==> src/rtl/effect_clipper_if.sv <==
// Sample-path bundle between the clipper, its input FIFO and the mixer.
// The master side is the clipper; the slave side is the FIFO/mixer pair.
interface effect_clipper_if #(
  parameter int data_width = 16
);
  logic [1:0]                   i_gain;
  logic                         i_fifo_empty;
  logic                         o_fifo_rd_en;
  logic signed [data_width-1:0] i_fifo_data;
  logic                         i_read_ready;
  logic                         i_read_done;
  logic                         o_data_valid;
  logic signed [data_width-1:0] o_data_dry;
  logic signed [data_width-1:0] o_data_clip;
  logic                         o_clip_active;

  modport master (
    input  i_gain, i_fifo_empty, i_fifo_data, i_read_ready, i_read_done,
    output o_fifo_rd_en, o_data_valid, o_data_dry, o_data_clip, o_clip_active
  );

  modport slave (
    output i_gain, i_fifo_empty, i_fifo_data, i_read_ready, i_read_done,
    input  o_fifo_rd_en, o_data_valid, o_data_dry, o_data_clip, o_clip_active
  );
endinterface

==> src/rtl/effect_clipper.sv <==
// Clipping stage: pops one sample, applies x1..x8 pre-gain without wrap,
// hard-clips to +/-clip_level and presents dry/clipped pair to the mixer.
module effect_clipper #(
  parameter int data_width = 16,
  parameter int clip_level = 4096
) (
  input  logic             clk,
  input  logic             reset,
  effect_clipper_if.master bus
);
  localparam int gw = data_width + 3;
  localparam logic signed [gw-1:0] clip_pos = gw'(clip_level);
  localparam logic signed [gw-1:0] clip_neg = -clip_pos;

  typedef enum logic [2:0] {IDLE, READ, LATCH, GAIN, CLIP, WAIT, PRESENT} state_t;

  state_t                       state_q, state_d;
  logic signed [data_width-1:0] sample_q, sample_d;
  logic [1:0]                   gain_q, gain_d;
  logic signed [gw-1:0]         gained_q, gained_d;
  logic signed [data_width-1:0] dry_q, dry_d;
  logic signed [data_width-1:0] clip_q, clip_d;
  logic                         flag_q, flag_d;
  logic                         valid_q, valid_d;
  logic                         rd_en_q, rd_en_d;

  // State and datapath registers with synchronous reset
  always_ff @(posedge clk) begin
    if (reset) begin
      state_q  <= IDLE;
      sample_q <= '0;
      gain_q   <= '0;
      gained_q <= '0;
      dry_q    <= '0;
      clip_q   <= '0;
      flag_q   <= 1'b0;
      valid_q  <= 1'b0;
      rd_en_q  <= 1'b0;
    end else begin
      state_q  <= state_d;
      sample_q <= sample_d;
      gain_q   <= gain_d;
      gained_q <= gained_d;
      dry_q    <= dry_d;
      clip_q   <= clip_d;
      flag_q   <= flag_d;
      valid_q  <= valid_d;
      rd_en_q  <= rd_en_d;
    end
  end

  // Next-state sequencing; CLIP jumps straight to PRESENT when the mixer is
  // already ready so valid appears 5 cycles after the pop decision
  always_comb begin
    state_d = state_q;
    case (state_q)
      IDLE:    if (!bus.i_fifo_empty) state_d = READ;
      READ:    state_d = LATCH;
      LATCH:   state_d = GAIN;
      GAIN:    state_d = CLIP;
      CLIP:    state_d = bus.i_read_ready ? PRESENT : WAIT;
      WAIT:    if (bus.i_read_ready) state_d = PRESENT;
      PRESENT: if (bus.i_read_done) state_d = IDLE;
      default: state_d = IDLE;
    endcase
  end

  // Registered strobes decoded from the next state, plus per-state datapath loads
  always_comb begin
    sample_d = sample_q;
    gain_d   = gain_q;
    gained_d = gained_q;
    dry_d    = dry_q;
    clip_d   = clip_q;
    flag_d   = flag_q;
    rd_en_d  = (state_d == READ);
    valid_d  = (state_d == PRESENT);
    case (state_q)
      LATCH: begin
        sample_d = bus.i_fifo_data;
        gain_d   = bus.i_gain;
      end
      GAIN: gained_d = {{3{sample_q[data_width-1]}}, sample_q} <<< gain_q;
      CLIP: begin
        dry_d = sample_q;
        if (gained_q > clip_pos) begin
          clip_d = clip_pos[data_width-1:0];
          flag_d = 1'b1;
        end else if (gained_q < clip_neg) begin
          clip_d = clip_neg[data_width-1:0];
          flag_d = 1'b1;
        end else begin
          clip_d = gained_q[data_width-1:0];
          flag_d = 1'b0;
        end
      end
      default: ;
    endcase
  end

  assign bus.o_fifo_rd_en  = rd_en_q;
  assign bus.o_data_valid  = valid_q;
  assign bus.o_data_dry    = dry_q;
  assign bus.o_data_clip   = clip_q;
  assign bus.o_clip_active = flag_q;
endmodule

==> src/flat_wrapper.sv <==
// flat-port wrapper written by rule: the top's interface ports become plain ports
module effect_clipper_flat 
#(
  parameter int data_width = 16,
  parameter int clip_level = 4096
)
  (clk, reset, bus_i_gain, bus_i_fifo_empty, bus_i_fifo_data, bus_i_read_ready, bus_i_read_done, bus_o_fifo_rd_en, bus_o_data_valid, bus_o_data_dry, bus_o_data_clip, bus_o_clip_active);
  effect_clipper_if #(.data_width(data_width)) bus_i ();
  input  logic clk;
  input  logic reset;
  input wire logic [$bits(bus_i.i_gain)-1:0] bus_i_gain;
  input wire logic [$bits(bus_i.i_fifo_empty)-1:0] bus_i_fifo_empty;
  input wire logic [$bits(bus_i.i_fifo_data)-1:0] bus_i_fifo_data;
  input wire logic [$bits(bus_i.i_read_ready)-1:0] bus_i_read_ready;
  input wire logic [$bits(bus_i.i_read_done)-1:0] bus_i_read_done;
  output wire logic [$bits(bus_i.o_fifo_rd_en)-1:0] bus_o_fifo_rd_en;
  output wire logic [$bits(bus_i.o_data_valid)-1:0] bus_o_data_valid;
  output wire logic [$bits(bus_i.o_data_dry)-1:0] bus_o_data_dry;
  output wire logic [$bits(bus_i.o_data_clip)-1:0] bus_o_data_clip;
  output wire logic [$bits(bus_i.o_clip_active)-1:0] bus_o_clip_active;
  assign bus_i.i_gain = bus_i_gain;
  assign bus_i.i_fifo_empty = bus_i_fifo_empty;
  assign bus_i.i_fifo_data = bus_i_fifo_data;
  assign bus_i.i_read_ready = bus_i_read_ready;
  assign bus_i.i_read_done = bus_i_read_done;
  assign bus_o_fifo_rd_en = bus_i.o_fifo_rd_en;
  assign bus_o_data_valid = bus_i.o_data_valid;
  assign bus_o_data_dry = bus_i.o_data_dry;
  assign bus_o_data_clip = bus_i.o_data_clip;
  assign bus_o_clip_active = bus_i.o_clip_active;
  effect_clipper #(.data_width(data_width), .clip_level(clip_level)) u_core (.clk(clk), .reset(reset), .bus(bus_i));
endmodule
==> config.mk <==
export PLATFORM = sky130hd
export DESIGN_NAME = effect_clipper_flat
export DESIGN_NICKNAME = d
export VERILOG_FILES = /design/src/rtl/effect_clipper_if.sv /design/src/rtl/effect_clipper.sv /design/src/flat_wrapper.sv
export SDC_FILE = /design/constraint.sdc
export NUM_CORES = 1
export LEC_CHECK = 0
export ABC_AREA = 0
export CORE_ASPECT_RATIO = 1.75
export CORE_MARGIN = 2
export CORE_UTILIZATION = 25
export DETAILED_ROUTE_END_ITERATION = 7
export SLEW_MARGIN = 20
export SYNTH_ARGS = -nofsm -noshare
export SYNTH_HDL_FRONTEND = slang
export SYNTH_SLANG_ARGS = --single-unit
export TNS_END_PERCENT = 30
==> constraint.sdc <==
create_clock -name clk -period 1.6 [get_ports clk]
set_input_delay 0.4 -clock clk [delete_from_list [all_inputs] [get_ports clk]]
set_output_delay 0.4 -clock clk [all_outputs]
set_load 0.05 [all_outputs]
==> results.md, run 1 <==
- Iteration-0 DRC Markers: 95
- Peak VDD IR: 0.485 mV
- CTS Sinks: 75
- Area of the die: 13500 µm²
- Dpl cells: 601
- Clk_lat worst skew: 0.33 ns
- CP Launch Type: flip-flop
- Crit path buffers/inverters: 1
- Syn avg cell area: 7.96 µm²
- Port bufs: 57
- FP Rows: 54
- EDFF count, synth: 0
- Layout cells sized above 1: 0.150
- Slowest stage cell, crit path: dfxtp_1
- First drt pass iteration count: 4
- Leading cell type by number of instances after synthesis: nand2_1
- Remaining Overflow, GRT: 0
- WL/cell: 12.4 µm
- Max_cap viols: 0
- Combinational group share of total power: 0.102
- Worst slew pin tran: 0.401 ns
- Worst reg2reg startpoint: u_core.state_q[0]$_SDFF_PP0_
- Via/cell ratio: 4.54
- Pre-CTS setup slack: 0.0619 ns
- Clock transition at path regs: 0.06 ns
- Crit end category: flip-flop
- Final instance area: 4530 µm²
- Final setup viols: 0
- Crit path launch: u_core.state_q[0]$_SDFF_PP0_
- Fin crit share: 0.912
- Vias after detailed routing: 2791
- Post-Place Cell Area: 4240 µm²
- Core Region: 12400 µm²
- CTS tree: done
- Fmax: 0.685 GHz
- Relative slew slack: 0.733
- Initial core utilization: 0.254
- Area grow syn2layout: 44.0%
- Setup ws final: 0.141 ns
- Synthesized cell area: 3140 µm²
- Layout net count: 467
- Most common cell on crit path: nand2_1
- Syn nets: 418
- Sum Neg Setup Slack: 0 ns
- Final RePlAce weighted congestion: 0.800
- Mapped Cells: 395
- Max Root-Sink Buffers: 2
- Crit-path max cell delay: 0.51 ns
- Seq/Total Area, Yosys: 0.478
- Critical path peak fanout: 12
- Synth warn: 0
- P_sw: 1.01 mW
- Most frequent cells after synthesis: nand2_1 (119), dfxtp_1 (75), a21oi_1 (67), nor2_1 (17)
- Die Y: 152 µm
- Reg power frac: 0.453
- Die Width: 88.8 µm
- Clk pwr share: 0.445
- Root buffer cell: clkbuf_16
- Post-synthesis register bit count: 75
- Ys flop type: dfxtp_1
- Leakage Power: 1.55 nW
- First-pass GRT wire length: 13100 µm
- CP required: 1.86 ns
- Final ANT Viol Nets: 0
- Final hold vios: 0
- Largest net degree at the start of global routing: 40
- Pwr/cell area: 962 nW/µm²
- Drt total wl: 7640 µm
- Fin cells: 615
- GRT Total Usage: 0.122
- Hold Path Class: reg -> reg
- Crit path time final: 1.46 ns
- RSZ-0062 raised after global routing: false
- Switch share: 0.232
- Synth top area cells: dfxtp_1 (48%), nand2_1 (14%), a21oi_1 (11%)
- TritonCTS buffer count: 9
- DRC violations left: 0
- Diode count: 0
- Worst hold start: u_core.gained_q[3]$_SDFFE_PP0N_
- Pint: 3.35 mW
- HPWL after detailed placement: 5840 µm
- Yosys cell types: 32
- Outcome: completed
- Largest area contributor in the netlist: dfxtp_1
- Top cell type's share of synthesized area: 0.478
- Post-CTS Setup Bufs: 0
- Num ports: 58
- Vias in the first global route: 2794
- Htree depth: 3
- Post-synth ARST share: 0
- Final Skew: 0.00451 ns
- Initial antenna violation count: 0
- CP arrival: 1.72 ns
- Crit Path Category: reg -> reg
- Delay-heaviest family, CP: flip-flops
- Crit-path cells: nor2_1, nand2_1, buf_4, nand2_1, a21oi_1
- Final Max Slew Viols: 0
[through the flow]
| stage | power [mW] | hold slack, ns | util |
|---|---|---|---|
| finish | 4.36 | 0.470 | 0.366 |
| global route | 4.55 | 0.492 | 0.366 |
| CTS | 4.41 | 0.469 | 0.366 |
| detailed placement | 2.46 | 0.460 | 0.343 |
| global placement | 2.46 | 0.455 | 0.343 |
| floorplan | 2.29 | 0.441 | - |
[state kept, by name, summed over array words and instances (netlist names)]
register and cells:
u_core.gained_q 19, u_core.bus.o_data_valid 1, u_core.bus.o_data_dry 16, u_core.bus.o_fifo_rd_en 1
u_core.bus.o_data_clip 16, u_core.bus.o_clip_active 1, u_core.sample_q 16, u_core.gain_q 2
u_core.state_q 3
[layout make-up]
cell class / count / area, µm²
Fill cell: 1256 / 7840
Timing Repair Buffer: 70 / 1050
Clock inverter: 3 / 40.0
Tap cell: 168 / 210
Inverter: 3 / 11.3
Clock buffer: 11 / 243
Sequential cell: 75 / 1500
Multi-Input combinational cell: 285 / 1470
[power by group through the flow]
| stage | Clock, mW | Combinational, mW | Sequential [mW] |
|---|---|---|---|
| after floorplan | 0 | 0.283 | 2.01 |
| after global placement | 0 | 0.445 | 2.01 |
| after detailed placement | 0 | 0.450 | 2.01 |
| after CTS | 1.98 | 0.452 | 1.97 |
| after global routing | 2.07 | 0.498 | 1.98 |
| final | 1.94 | 0.446 | 1.97 |
[timing repair]
action,4_1_cts,5_1_grt
setup endpoints to repair,0,12
resized for setup,0,1
hold buffers,0,0
[cells by family after synthesis]
logic type	share of synthesized area
AOI/OAI and AO/OA	0.166
DFF	0.478
buffers and inverters	0.0549
and+or+nand+nor	0.249
muxes	0.0517
[worst reg2reg max path, stage by stage, from the launching register on]
cell and delay (ns):
dfxtp_1 0.51, nor2_1 0.09, nand2_1 0.28, buf_4 0.27, nand2_1 0.08, a21oi_1 0.15
[final timing paths]
check / to / slack, ns / depth (start not counted)
max: u_core.bus.o_data_dry[2]$_SDFFE_PP0N_ / 0.14 / 5
min: u_core.gained_q[3]$_SDFFE_PP0N_ / 0.47 / 2
max reg2reg: u_core.bus.o_data_dry[2]$_SDFFE_PP0N_ / 0.14 / 5
min reg2reg: u_core.gained_q[3]$_SDFFE_PP0N_ / 0.47 / 2
[layout by cell type (no fill, tap or decap), types with 9 or more instances in the layout]
cell and n:
nand2_1 119, dfxtp_1 75, a21oi_1 67, buf_12 38, clkdlybuf4s50_1 21, nor2_1 17, mux2i_1 14, o211ai_1 13
nand3b_1 11, nand3_1 10, buf_4 10, clkbuf_16 9
[layer usage]
metal  up-vias  global-route usage  share of wire
met5         -                   0              0
met4         0              0.0519          0.021
met3        11              0.0309          0.036
met2        48               0.221           0.55
met1      1299               0.126           0.39
li1       1433                   -              -
Power figures use the tool's default switching activity.
==> inputs of run 2 (changes only) <==
Settings changed: GPL_ROUTABILITY_DRIVEN set to 1.
==> results of run 2 <==
Final layout, timing and power as in run 1 (identical DEF).
==> RTL change (config.mk and constraints of run 2) <==
`clip_level` is set to 4096 in 2 places; all go to 2048.
--- a/src/rtl/effect_clipper.sv
+++ b/src/rtl/effect_clipper.sv
@@ -2,7 +2,7 @@
 // hard-clips to +/-clip_level and presents dry/clipped pair to the mixer.
 module effect_clipper #(
   parameter int data_width = 16,
-  parameter int clip_level = 4096
+  parameter int clip_level = 2048
 ) (
   input  logic             clk,
   input  logic             reset,
--- a/src/flat_wrapper.sv
+++ b/src/flat_wrapper.sv
@@ -2,7 +2,7 @@
 module effect_clipper_flat 
 #(
   parameter int data_width = 16,
-  parameter int clip_level = 4096
+  parameter int clip_level = 2048
 )
   (clk, reset, bus_i_gain, bus_i_fifo_empty, bus_i_fifo_data, bus_i_read_ready, bus_i_read_done, bus_o_fifo_rd_en, bus_o_data_valid, bus_o_data_dry, bus_o_data_clip, bus_o_clip_active);
   effect_clipper_if #(.data_width(data_width)) bus_i ();
Behaviour: not the same (a bounded check fails within 10 cycles, from zero or initial values and one cycle with reset high).
==> RTL change against run 2 <==
  * The flow now finishes with violations (setup timing)
  * Wire length shrank 1.0%
  * Synthesized area hardly changed
  * Global-route usage is 0.36 points lower
  * Worst setup slack worse by 0.21 ns
  * Count of clock-buffer cells in the layout is 2 higher
  * Final area is 3.5% higher
  * Sequential cell count did not move
  * Power rose by 1.9%
  * Critical path type unchanged
==> RTL change: results (changes against run 2) <==
Status - finished, violations left (was finished clean)
Failing checks - setup timing
Synth Area in Compound Gates - 13.5% (was 16.6%)
Nets - 463 (was 467)
Sequential element share of the synthesized area - 47.8% (about the same)
Buffer count from post-CTS setup fixing - 0 (unchanged)
Dpl cell area - 4380 µm² (was 4240 µm²)
Total track usage - 11.8% (was 12.2%)
Vias - 2742 (was 2791)
HPWL Detailed - 5770 µm (was 5840 µm)
Fin cells - 612 (was 615)
VDD IR max - 0.573 mV (was 0.485 mV)
Initial antenna violation count - 0 (unchanged)
Max incr delay on CP - 0.55 ns (was 0.51 ns)
Synth Net Count - 401 (was 418)
Fin util - 37.9% (was 36.6%)
Post-synthesis mux area share - 8.68% (was 5.18%)
Setup crit start - u_core.gained_q[14] (was u_core.state_q[0])
CP max stage cell - or4_4 (was dfxtp_1)
Root Buffer - clkbuf_16 (unchanged)
CP arrival - 1.93 ns (was 1.72 ns)
Hold Path Origin - reset (was u_core.gained_q[3])
Final Setup Violations - 11 (was 0)
Synth Area in XOR/XNOR - 0% (unchanged)
Hold Crit Class - input pin to flip-flop (was flip-flop to flip-flop)
Max_slew headroom - 77.8% (was 73.3%)
Syn Area/Cell - 8.31 µm² (was 7.96 µm²)
Hold endpoint - u_core.bus.o_data_valid (was u_core.gained_q[3])
Top cells by area, synth - dfxtp_1 (48%), nand2_1 (13%), a21oi_1 (9.6%) (was dfxtp_1 (48%), nand2_1 (14%), a21oi_1 (11%))
Fillers - 1233 (was 1256)
Final Skew - 0.00548 ns (was 0.00451 ns)
Global-route wire length before repair - 12500 µm (was 13100 µm)
Gpl congestion - 0.780 (was 0.800)
Top delay family on crit path - simple AND/OR/NAND/NOR gates (was flip-flops)
Drt initial violations - 93 (was 95)
Distinct cells, synth - 34 (was 32)
Setup WS post-layout - -0.0645 ns (was 0.141 ns)
Pre-CTS WS - -0.0622 ns (was 0.0619 ns)
Reg2reg path depth - 5 (unchanged)
Top cell type's share of synthesized area - 47.8% (about the same)
Largest net degree at the start of global routing - 38 (was 40)
Top cells by count, synth - nand2_1 (112), dfxtp_1 (75), a21oi_1 (60), mux2i_1 (25), clkbuf_1 (20) (was nand2_1 (119), dfxtp_1 (75), a21oi_1 (67), nor2_1 (17))
Leak - 0.00166 µW (was 0.00155 µW)
Hold path depth - 2 (unchanged)
Worst R2R Setup Slack - -0.06 ns (was 0.14 ns)
Share of cells above drive strength 1 - 20.7% (was 15.0%)
Reg2reg end - u_core.bus.o_data_clip[1] (was u_core.bus.o_data_dry[2])
CTS max path bufs - 2 (unchanged)
Inst Count DP - 597 (was 601)
DRT Wirelength - 7560 µm (was 7640 µm)
Setup total negative slack - -0.385 ns (was 0 ns)
WHS - 0.359 ns (was 0.470 ns)
Maximum fanout count along the critical path - 6 (was 12)
[RTL change: cell count changes after synthesis, sizes merged, moves of 2 or more]
| cell | delta |
|---|---|
| nand2 | -7 |
| nor3 | +12 |
| or4 | +2 |
| clkbuf | +6 |
| o21ai | -4 |
| nand4 | +2 |
| a21oi | -7 |
| o211ai | -8 |
| nor2 | -4 |
| nand3b | -8 |
| mux2i | +11 |
| and4 | -3 |
| buf | -9 |
[RTL change: layout make-up]
type | count | area share (%)
multi-input combinational | 272 | 32.4
clock buffer | 13 | 5.55
tap | 168 | 4.49
sequential | 75 | 32.0
timing repair buffer | 80 | 24.6
inverter | 2 | 0.160
clock inverter | 2 | 0.748
[RTL change: per-layer routing]
metal  wire length (µm)  vias up  GRT usage (%)
met4                174        0           6.13
met3                238       10           2.55
li1                   -     1411              -
met5                  0        -              0
met1               3000     1279           12.6
met2               4140       42           20.9
[RTL change: power by group]
group          total, µW  internal [µW]  switching [µW]
logic                456            211             246
registers           1970           1920            48.6
clock network       2020           1280             734
total               4440           3410            1030
